File: src/rtl/sprite_fetch.sv
// Sprite line fetch: on each scanline start, loads one 128-bit sprite row from BRAM, then emits one pixel per clock.
// Optional SPRITE_ZOOM2X_EN doubles the displayed sprite size in both axes.
module sprite_fetch #(
  parameter int AWIDTH   = 8,
  parameter int HV_WIDTH = 11
) (
  input  logic                clk,
  input  logic                reset_ni,
  input  logic [HV_WIDTH-1:0] sprite_x_i,
  input  logic [HV_WIDTH-1:0] sprite_y_i,
  input  logic                line_start_i,
  input  logic [HV_WIDTH-1:0] next_line_i,
  input  logic [HV_WIDTH-1:0] h_count_i,
  output logic                spr_rd_en_o,
  output logic [AWIDTH-1:0]   spr_rd_addr_o,
  input  logic [15:0]         spr_rd_data_i,
  output logic [3:0]          pixel_o,
  output logic                pixel_vis_o,
  output logic                busy_o
);

  typedef enum logic [1:0] {IDLE, FETCH, DRAIN} state_t;

  state_t                state;
  logic [2:0]            k;
  logic [2:0]            cap_k;
  logic                  cap_vld;
  logic [4:0]            row_sel;
  logic [127:0]          line_buf;
  logic                  line_valid;
  logic [HV_WIDTH-1:0]   row;
  logic [HV_WIDTH-1:0]   dx;
  logic                  row_hit;
  logic [4:0]            row_idx;
  logic                  pix_hit;
  logic [4:0]            nib;
  logic [6:0]            wbase;
  logic [6:0]            nbase;
  logic [3:0]            nib_val;

  // Modular subtracts: lines above the sprite / columns left of it wrap to large values and miss.
  assign row = next_line_i - sprite_y_i;
  assign dx  = h_count_i - sprite_x_i;

`ifdef SPRITE_ZOOM2X_EN
  assign row_hit = row < HV_WIDTH'(64);
  assign row_idx = row[5:1];
  assign pix_hit = dx < HV_WIDTH'(64);
  assign nib     = dx[5:1];
`else
  assign row_hit = row < HV_WIDTH'(32);
  assign row_idx = row[4:0];
  assign pix_hit = dx < HV_WIDTH'(32);
  assign nib     = dx[4:0];
`endif

  assign spr_rd_addr_o = AWIDTH'({row_sel, k});
  assign wbase         = 7'd127 - {cap_k, 4'b0000};
  assign nbase         = 7'd127 - {nib, 2'b00};
  assign nib_val       = line_buf[nbase -: 4];

  // Read data returns one clock after the request; cap_vld/cap_k track which word is on the bus.
  always_ff @(posedge clk or negedge reset_ni) begin
    if (!reset_ni) begin
      state       <= IDLE;
      k           <= '0;
      cap_k       <= '0;
      cap_vld     <= 1'b0;
      row_sel     <= '0;
      line_buf    <= '0;
      line_valid  <= 1'b0;
      spr_rd_en_o <= 1'b0;
      busy_o      <= 1'b0;
    end else begin
      cap_vld <= spr_rd_en_o;
      cap_k   <= k;
      if (cap_vld) line_buf[wbase -: 16] <= spr_rd_data_i;
      if (line_start_i) begin
        line_valid <= 1'b0;
        line_buf   <= '0;
        cap_vld    <= 1'b0;
        k          <= '0;
        row_sel    <= row_idx;
        if (row_hit) begin
          state       <= FETCH;
          spr_rd_en_o <= 1'b1;
          busy_o      <= 1'b1;
        end else begin
          state       <= IDLE;
          spr_rd_en_o <= 1'b0;
          busy_o      <= 1'b0;
        end
      end else begin
        case (state)
          FETCH: begin
            if (k == 3'd7) begin
              state       <= DRAIN;
              spr_rd_en_o <= 1'b0;
            end else begin
              k <= k + 3'd1;
            end
          end
          DRAIN: begin
            state      <= IDLE;
            busy_o     <= 1'b0;
            line_valid <= 1'b1;
          end
          default: ;
        endcase
      end
    end
  end

  always_ff @(posedge clk or negedge reset_ni) begin
    if (!reset_ni) begin
      pixel_o     <= '0;
      pixel_vis_o <= 1'b0;
    end else if (line_valid && pix_hit) begin
      pixel_o     <= nib_val;
      pixel_vis_o <= |nib_val;
    end else begin
      pixel_o     <= '0;
      pixel_vis_o <= 1'b0;
    end
  end

endmodule

File: config.mk
export PLATFORM = sky130hd
export DESIGN_NAME = sprite_fetch
export DESIGN_NICKNAME = d
export VERILOG_FILES = /design/src/rtl/sprite_fetch.sv
export SDC_FILE = /design/constraint.sdc
export NUM_CORES = 1
export LEC_CHECK = 0
export ABC_CLOCK_PERIOD_IN_PS = 3200
export BUFFER_PORTS_ARGS = -buffer_cell sky130_fd_sc_hd__buf_4
export CORE_MARGIN = 2
export CORE_UTILIZATION = 55
export CTS_CLUSTER_SIZE = 28
export DETAILED_ROUTE_END_ITERATION = 16
export GPL_ROUTABILITY_DRIVEN = 0
export GPL_TIMING_DRIVEN = 0
export PLACE_DENSITY = 0.75
export SLEW_MARGIN = 10
export SYNTH_ARGS = -nofsm -noshare
export SYNTH_HDL_FRONTEND = slang
export SYNTH_SLANG_ARGS = --single-unit
File: constraint.sdc
create_clock -name clk -period 3.2 [get_ports clk]
set_input_delay 0.16 -clock clk [delete_from_list [all_inputs] [get_ports clk]]
set_output_delay 0.16 -clock clk [all_outputs]
set_load 0.005 [all_outputs]
==> results by group, run 1 <==
Outcome
  – Outcome: complete, no violations

Yosys
  – Synth area leader: dfrtp_1
  – Count leader, synth: nand2_1
  – Async SR Flop Fraction: 100.0%
  – Syn Area/Cell: slightly above 9 µm²
  – Synth Flop Type: dfrtp_1
  – Sequential fraction of the synthesis area: about 47%
  – Largest cells by area after synthesis: dfrtp_1, nand2_1, mux4_2, a21oi_1, ha_1
  – Post-synth top area share: 47.42%
  – Number of synthesized flops with an enable pin: 0
  – Post-synth cell types: 48
  – Synth cell count leaders: nand2_1, dfrtp_1, a21oi_1
  – Yosys reg bits: 150
  – Synth Cell Area: approximately 7900 µm²
  – Mapped Nets: 934
  – Synthesized instance count: around 850
  – Syn. warnings: 0

Setup path
  – Worst Path Required: 3.50 ns
  – Reg2reg end: line_buf[126]$_DFFE_PN0P_
  – Crit Path Category: in2reg
  – CP Capture Type: register
  – RR Startpoint: cap_k[2]$_DFF_PN0_
  – R2R setup slack: roughly 1.1 ns
  – Worst Path Arrival: 3.36 ns
  – R2R depth: 5
  – Startpoint types: input pin
  – Worst Path Max Fanout: 10

Die
  – Core area: 13990 µm²
  – Die area: 15370 µm²
  – Die Ht: 124.0 µm
  – Die W: 124.0 µm
  – Initial core utilization: 56.58%
  – Cell Rows: 43
  – Num ports: 78

Hold path
  – Worst hold path depth: 3
  – Worst min-delay path category: in2reg
  – Worst Hold End: row_sel[0]$_DFFE_PN0P_
  – HP Start: sprite_y_i[0]

Layout
  – Post-Layout Cell Count: 1119
  – Area delta synth->final: 17.28%
  – Share of layout cells above drive strength 1: between 10% and 20%
  – Nets: 1015
  – Layout Utilization: 66.36%
  – Diode count: 0
  – Fill cells: around 1.1k
  – Design area: roughly 9300 µm²

Clock tree
  – Worst-Skew Late Latency: 0.43 ns
  – Worst-path clk slew: 0.06 ns
  – Root buffer selected by CTS: clkbuf_16
  – Maximum buffer depth of the clock tree: 2
  – CTS buffer count: 17
  – CTS Sinks: 150
  – H-tree depth: 4
  – CTS tree: built

Power
  – Logic gate share of total power: 12.3%
  – Sw Pwr: 0.001119 W
  – Power per cell area: 502.4 nW/µm²
  – Leakage: approximately 4.0 nW
  – Pint: around 0.0035 W
  – Peak supply drop: 301.9 µV
  – Clock Power Share: 46.5%
  – Seq pwr share: 41.2%
  – Sw frac: roughly a quarter

Place
  – DPL Wire Length: 14.64 mm
  – Pre-CTS WS: -0.2371 ns
  – # port buffers: 60
  – Placed cell areas: between 8000 and 9000 µm²
  – Inst Count DP: 1088

Timing
  – Least-Margin Pin Slew: 0.8786 ns
  – Final worst path period share: roughly 96%
  – Slew Limit Fails: 0
  – Final clock skew: 0.006616 ns
  – RSZ-0062 raised after global routing: false
  – Period minus WS final: 3.058 ns
  – Hold Slack: around 0.037 ns
  – Fin. Hold Viols: 0
  – Final setup viols: 0
  – Worst setup margin: 0.1416 ns
  – Rel. slew slack: about two fifths
  – Max Freq: 0.3270 GHz

Route
  – Vias: 6705
  – Starting DRT DRC Count: 598
  – WL/cell: just under 20 µm
  – Drc violations: 0
  – Routed WL: about 22 mm
  – DR vias/cell: about 6.0
  – Antenna Nets Post-Route: 0
  – DRT Pass-1 Iters: 8

Global route
  – Initial antenna violation count: 0
  – Number of global-route vias before repair: 6374
  – Largest net degree at the start of global routing: 88
  – GRT Resource Usage Total: between 30% and 40%
  – Total grt overflow: 0
  – First-pass GRT wire length: 34.13 mm

Job
  – Max-Cap Viols: 0
## placed cells by master (no fill, tap or decap), drive strengths merged, types with 4 or more instances in the layout
| cell | instances |
|---|---|
| a21o | 5 |
| a21oi | 142 |
| buf | 71 |
| bufinv | 4 |
| clkbuf | 69 |
| dfrtp | 150 |
| ha | 22 |
| inv | 31 |
| mux4 | 40 |
| nand2 | 281 |
| nand3 | 6 |
| nand4 | 4 |
| nor2 | 19 |
| nor2b | 10 |
| nor3 | 5 |
| o21a | 8 |
| o21ai | 13 |
| xnor2 | 10 |
| xor2 | 4 |
## logic make-up (layout without fill, tap and decap cells)
group	Yosys count	count (layout)	synth area share [%]
xor+xnor	14	14	1.549
compound gates	191	191	13.42
fa+ha+maj	24	24	3.984
mux	45	45	12.06
flops	150	150	47.42
simple gates	336	336	16.99
buf+inv	87	179	4.568
## metal layers
| layer | share of wire [%] | global-route usage (%) |
|---|---|---|
| met2 | 47 | 48.28 |
| met4 | 2.9 | 9.129 |
| met5 | 0 | 0 |
| met3 | 10 | 10.03 |
| met1 | 40 | 40.30 |
## sequential cells by signal (all words and copies together), names as in the netlist
name and flops:
state 2, line_valid 1, busy_o 1, k 3
line_buf 128, spr_rd_en_o 1, row_sel 5, pixel_o 4
pixel_vis_o 1, cap_k 3, cap_vld 1
## critical path: stages
cell	delay (ns)
buf_4	0.11
ha_1	0.22
fa_1	0.62
clkbuf_1	0.70
mux4_2	0.45
mux4_2	0.52
o41ai_1	0.45
a21oi_1	0.13
## power groups by stage
stage / combinational (W) / clock, W / sequential (W)
finish: 0.000571 / 0.00217 / 0.00192
global placement: 0.000556 / 0 / 0.00196
global route: 0.000623 / 0.00225 / 0.00192
floorplan: 0.000336 / 0 / 0.00196
CTS: 0.000571 / 0.00218 / 0.00192
detailed placement: 0.000568 / 0 / 0.00196
## per-stage QoR
stage	setup TNS (ns)	total power, W
2_1_floorplan	0	0.002293
3_3_place_gp	-0.2472	0.002513
3_5_place_dp	-0.2371	0.002525
4_1_cts	0	0.004671
5_1_grt	0	0.004793
6_report	0	0.004663
## how the worst max path moves through the flow
stage                        startpoint                     to  slack [ns]
after floorplan            h_count_i[0]  pixel_vis_o$_DFF_PN0_        0.45
after global placement    sprite_x_i[0]  pixel_vis_o$_DFF_PN0_       -0.25
after detailed placement  sprite_x_i[0]  pixel_vis_o$_DFF_PN0_       -0.24
after CTS                 sprite_x_i[0]  pixel_vis_o$_DFF_PN0_        0.19
after global routing      sprite_x_i[0]  pixel_vis_o$_DFF_PN0_        0.14
final                     sprite_x_i[0]  pixel_vis_o$_DFF_PN0_        0.14
## layout make-up
cell class	count	area (µm²)	share of cell area [%]
clock buffers	23	498.0	5.365
repair buffers	62	495.5	5.338
inverters	31	116.4	1.254
clock inverters	7	141.4	1.523
plain buffers	56	245.2	2.642
multi-input cells	610	3807	41.02
well taps	180	225.2	2.426
flip-flops and latches	150	3754	40.44
## what timing repair did
item                       4_1_cts  5_1_grt
setup buffers                    0        0
setup endpoints to repair        0        0
hold buffers                     1        0
resized for setup                0        0
hold endpoints to repair        63        0
(Power assumes the default switching activity.)
==> run 2: changes to the inputs <==
- CORE_ASPECT_RATIO: not set -> 0.7
- SKIP_LAST_GASP: not set -> 1
==> results by group, run 2 (synthesis results as in run 1) <==
Outcome
  – Outcome: complete, no violations

Power
  – Sw Pwr: 0.001162 W
  – Logic gate share of total power: 13.4%
  – Clock Power Share: 42.0%
  – Seq pwr share: 44.6%
  – Pint: 0.003147 W
  – Leakage: 3.934 nW
  – Final Total Pwr: 0.004309 W
  – Peak supply drop: between 300 and 400 µV
  – Sw frac: between 20% and 30%
  – Power per cell area: 469.3 nW/µm²

Layout
  – Top Registers: line_buf x128, row_sel x5, pixel_o x4
  – FF/Latch Area: 3754 µm²
  – Most common cell after layout, fill and taps aside: nand2_1
  – Top reg by flops: line_buf
  – Share of layout cells above drive strength 1: 16.38%
  – Commonest non-fill, non-tap cells in the layout: nand2_1, dfrtp_1, a21oi_1
  – Fill cells: 1138
  – Max FFs per register: 128
  – Area delta synth->final: 16.00%
  – Post-Layout Cell Count: 1130
  – Nets: 1015
  – Multi-input gate area: 3807 µm²
  – Diode count: 0
  – Layout Utilization: 65.54%
  – Design area: 9181 µm²

Route
  – DRT Pass-1 Iters: 5
  – Drc violations: 0
  – Starting DRT DRC Count: 565
  – Routed WL: 22.13 mm
  – Antenna Nets Post-Route: 0
  – DR vias/cell: between 5 and 6
  – Vias: about 6.7k
  – WL/cell: 19.59 µm

Setup path
  – CP most frequent cell: mux4_2
  – Worst Path Required: between 3 and 4 ns
  – CP peak stage delay: 0.72 ns
  – Crit Path Category: in2reg
  – Startpoint types: input pin
  – CP max-delay cell: clkbuf_1
  – Worst Path Max Fanout: 10
  – Worst Path Arrival: 3.43 ns
  – Crit path cell chain: buf_4, ha_1, fa_1, clkbuf_1, mux4_2, mux4_2, o41ai_1, a21oi_1
  – CP Capture Type: register

Global route
  – Global routing met3 resource utilization: 11.36%
  – Grt met2 use: 42.39%
  – First-pass GRT wire length: 34.98 mm
  – Total grt overflow: 0
  – Initial antenna violation count: 0
  – GRT Resource Usage Total: a little under a third
  – Busiest grt layer: met1
  – GR Layer Usage met1: 43.98%
  – Number of global-route vias before repair: 6331
  – Largest net degree at the start of global routing: 84

Timing
  – Rel. slew slack: around a third
  – Setup tns final: 0 ns
  – Final clock skew: 0.008731 ns
  – Least-Margin Pin Slew: 1.001 ns
  – RSZ-0062 raised after global routing: false
  – Period minus WS final: between 3 and 4 ns
  – Final worst path period share: a little over nine tenths
  – Fin. Hold Viols: 0
  – Slew Limit Fails: 0
  – Max Freq: between 0.3 and 0.4 GHz
  – Final setup viols: 0

Clock tree
  – Postcts setup bufs: 0
  – Cts hold-fix bufs: 1
  – Root buffer selected by CTS: clkbuf_16
  – Maximum buffer depth of the clock tree: 2
  – CTS resizes: 0
  – CTS Sinks: 150
  – CTS tree: built
  – Worst-Skew Late Latency: 0.43 ns
  – H-tree depth: 4
  – Worst-path clk slew: 0.06 ns
  – CTS buffer count: 17

Place
  – # port buffers: 60
  – Inst Count DP: 1098
  – DPL Wire Length: 14.94 mm
  – Placed cell areas: 8646 µm²

Die
  – Die Ht: 104.4 µm
  – Cell Rows: 36
  – Die area: roughly 15000 µm²
  – Die W: approximately 150 µm
  – Num ports: 78
  – Core area: 14010 µm²
  – Initial core utilization: 56.50%

Hold path
  – Worst min-delay path category: in2reg

Job
  – Max-Cap Viols: 0
## run 2: cell count changes in the layout (fill, tap and decap cells not counted), sizes merged
cell      delta
clkinvlp     +2
clkbuf       -4
bufinv       -4
clkinv       +7
## run 2: path summary, 6_finish.rpt
path                       slack, ns                         to               start  cells past startpoint
min in group asynchronous       0.27   line_buf[97]$_DFFE_PN0P_            reset_ni                      2
hold reg to reg                 0.44         cap_k[2]$_DFF_PN0_    k[2]$_DFFE_PN0P_                      0
setup / recovery                0.06      pixel_vis_o$_DFF_PN0_       sprite_x_i[0]                      8
setup reg to reg                0.93  line_buf[120]$_DFFE_PN0P_  cap_k[2]$_DFF_PN0_                      5
hold / removal                  0.06     row_sel[0]$_DFFE_PN0P_       sprite_y_i[0]                      3
max in group asynchronous       2.14   line_buf[26]$_DFFE_PN0P_            reset_ni                      3
## run 2: per-layer routing
layer  wire, µm  part of all wire (%)  vias up
li1           -                     -     3049
met1       9441                    43     3296
met2       9488                    43      328
met3       2765                    12       36
met4        439                   2.0        0
met5          0                     0        -
## run 2: through the flow
| stage | hold slack, ns | setup slack [ns] |
|---|---|---|
| final | 0.05500 | 0.05840 |
| after global routing | 0.07449 | 0.01557 |
| after CTS | 0.05606 | 0.1482 |
| after detailed placement | 0.1500 | -0.2531 |
| after global placement | 0.4252 | -0.1954 |
| after floorplan | -0.1356 | 0.4525 |
## run 2: final cells by class
| cell class | count | share of cell area, % |
|---|---|---|
| plain buffers | 56 | 2.671 |
| clock buffers | 19 | 4.824 |
| clock inverters | 12 | 0.8994 |
| inverters | 31 | 1.267 |
| multi-input cells | 610 | 41.47 |
| flip-flops and latches | 150 | 40.88 |
| well taps | 190 | 2.589 |
| repair buffers | 62 | 5.397 |
## run 2: power groups by stage
stage	clock network, W	registers [W]	logic [W]
6_report	0.00181	0.00192	0.000577
5_1_grt	0.00189	0.00192	0.000627
4_1_cts	0.00181	0.00192	0.000575
3_5_place_dp	0	0.00196	0.000569
3_3_place_gp	0	0.00196	0.000556
2_1_floorplan	0	0.00196	0.000336
## run 2: worst max-delay path: cells and delay by family
kind	cells	cell delay, ns
muxes	2	1.01
AOI/OAI and AO/OA	2	0.58
buffers and inverters	2	0.83
adders and majority gates	2	0.85
==> run 3: changes to the inputs <==
- BUFFER_PORTS_ARGS: -buffer_cell sky130_fd_sc_hd__buf_4 -> -buffer_cell sky130_fd_sc_hd__clkbuf_2
- GPL_ROUTABILITY_DRIVEN: 0 -> not set
- SKIP_CTS_REPAIR_TIMING: not set -> 1
==> results by group, run 3 (synthesis results as in run 1) <==
Outcome
  – Outcome: complete, no violations

Setup path
  – Crit path max-delay family: multiplexers
  – Crit Path Category: in2reg
  – Worst Path Max Fanout: 10
  – Worst Path Required: 3.49 ns
  – CP Capture Type: register
  – Startpoint types: input pin
  – Worst Path Arrival: 3.37 ns
  – CP peak stage delay: 0.76 ns
  – Crit path cell chain: clkbuf_2, inv_1, ha_1, fa_1, clkbuf_1, mux4_2, mux4_2, o41ai_1, a21oi_1
  – CP max-delay cell: clkbuf_1
  – CP most frequent cell: mux4_2
  – Buf+Inv Stages, Crit Path: 3

Layout
  – Design area: roughly 9000 µm²
  – Most common cell after layout, fill and taps aside: nand2_1
  – Area delta synth->final: 14.83%
  – Share of layout cells above drive strength 1: 16.58%
  – Commonest non-fill, non-tap cells in the layout: nand2_1, dfrtp_1, a21oi_1
  – Max FFs per register: between 100 and 150
  – Top Registers: line_buf x128, row_sel x5, pixel_o x4
  – Layout Utilization: 64.88%
  – Nets: 1015
  – Top reg by flops: line_buf
  – Diode count: 0

Die
  – Core area: 14010 µm²
  – Die area: 15380 µm²
  – Die W: 147.4 µm
  – Initial core utilization: 56.50%
  – Die Ht: 104.4 µm
  – Num ports: 78
  – Cell Rows: 36

Timing
  – Final setup viols: 0
  – Final worst path period share: 96.21%
  – Hold Slack: 0.04076 ns
  – Max Freq: ~0.32 GHz
  – Slew Limit Fails: 0
  – RSZ-0062 raised after global routing: false
  – Fin. Hold Viols: 0
  – Final clock skew: 0.01431 ns
  – Setup tns final: 0 ns
  – Rel. slew slack: 34.78%
  – Least-Margin Pin Slew: a little under 1 ns
  – Period minus WS final: 3.079 ns

Route
  – Routed WL: 22.26 mm
  – WL/cell: a little under 20 µm
  – Starting DRT DRC Count: 768
  – Vias: 6706
  – DRT Pass-1 Iters: 5
  – Drc violations: 0
  – DR vias/cell: between 5 and 6
  – Antenna Nets Post-Route: 0

Global route
  – Initial antenna violation count: 0
  – Total grt overflow: 0
  – Largest net degree at the start of global routing: just under 100
  – Number of global-route vias before repair: 6311
  – First-pass GRT wire length: 34.82 mm
  – GRT Resource Usage Total: between 30% and 40%

Hold path
  – Worst min-delay path category: in2reg

Clock tree
  – CTS buffer count: 17
  – Worst-path clk slew: 0.06 ns
  – Worst-Skew Late Latency: roughly 0.44 ns
  – Root buffer selected by CTS: clkbuf_16
  – CTS Sinks: 150
  – CTS tree: built
  – H-tree depth: 4
  – Maximum buffer depth of the clock tree: 2

Place
  – Placer Congestion: 0.8950
  – Placed cell areas: 8497 µm²
  – # port buffers: 60
  – DPL Wire Length: 15.05 mm

Power
  – Power per cell area: approximately 490 nW/µm²
  – Leakage: 3.915 nW
  – Peak supply drop: roughly 410 µV

Job
  – Max-Cap Viols: 0
## run 3: cell types whose count changed in the layout (fill, tap and decap cells not counted), sizes merged
cell	before	now
buf	71	11
clkbuf	65	124
inv	31	35
clkinv	9	6
bufinv	0	1
## run 3: path summary, 6_finish.rpt
| kind | start | slack (ns) | to | depth (start not counted) |
|---|---|---|---|---|
| max | h_count_i[0] | 0.12 | pixel_vis_o$_DFF_PN0_ | 9 |
| min | sprite_y_i[0] | 0.04 | row_sel[0]$_DFFE_PN0P_ | 3 |
| max reg2reg | cap_k[2]$_DFF_PN0_ | 1.00 | line_buf[119]$_DFFE_PN0P_ | 5 |
| min reg2reg | k[2]$_DFFE_PN0P_ | 0.44 | cap_k[2]$_DFF_PN0_ | 0 |
| max in group asynchronous | reset_ni | 2.10 | line_buf[52]$_DFFE_PN0P_ | 3 |
| min in group asynchronous | reset_ni | 0.26 | line_buf[126]$_DFFE_PN0P_ | 2 |
## run 3: area by class of cell
| class | count | area [µm²] |
|---|---|---|
| buffer | 56 | 245.2 |
| clock buffer | 18 | 439.2 |
| clock inverter | 14 | 142.6 |
| fill | 1128 | 4920 |
| inverter | 31 | 116.4 |
| multi-input combinational | 610 | 3807 |
| sequential | 150 | 3754 |
| tap | 190 | 237.7 |
| timing repair buffer | 62 | 346.6 |
## run 3: power by group
part	internal, W	switching, W
clock network	0.00111	0.000877
registers	0.00191	0.0000101
logic	0.000207	0.000349
total	0.00323	0.00124
## run 3: worst register-to-register path: cells and delay by family, from the launching register on
family | cells | cell delay [ns]
simple gates | 3 | 1.10
flops | 1 | 0.45
buf+inv | 1 | 0.43
compound gates | 1 | 0.14
## run 3: through the flow
| stage | instances | worst slack [ns] | total power [W] |
|---|---|---|---|
| finish | 1131 | 0.1211 | 0.004467 |
| global placement | 1097 | -0.6639 | 0.002492 |
| detailed placement | 1098 | -0.2006 | 0.002505 |
| floorplan | 847 | 0.4525 | 0.002293 |
| global route | 1131 | 0.07711 | 0.004600 |
| CTS | 1130 | 0.2275 | 0.004458 |
## run 3: per-layer routing
layer	track usage [%]	part of all wire, %	up-vias
met3	12.11	13	42
met2	41.05	42	360
li1	-	-	3046
met5	0	0	-
met4	7.692	2.0	0
met1	44.95	43	3258
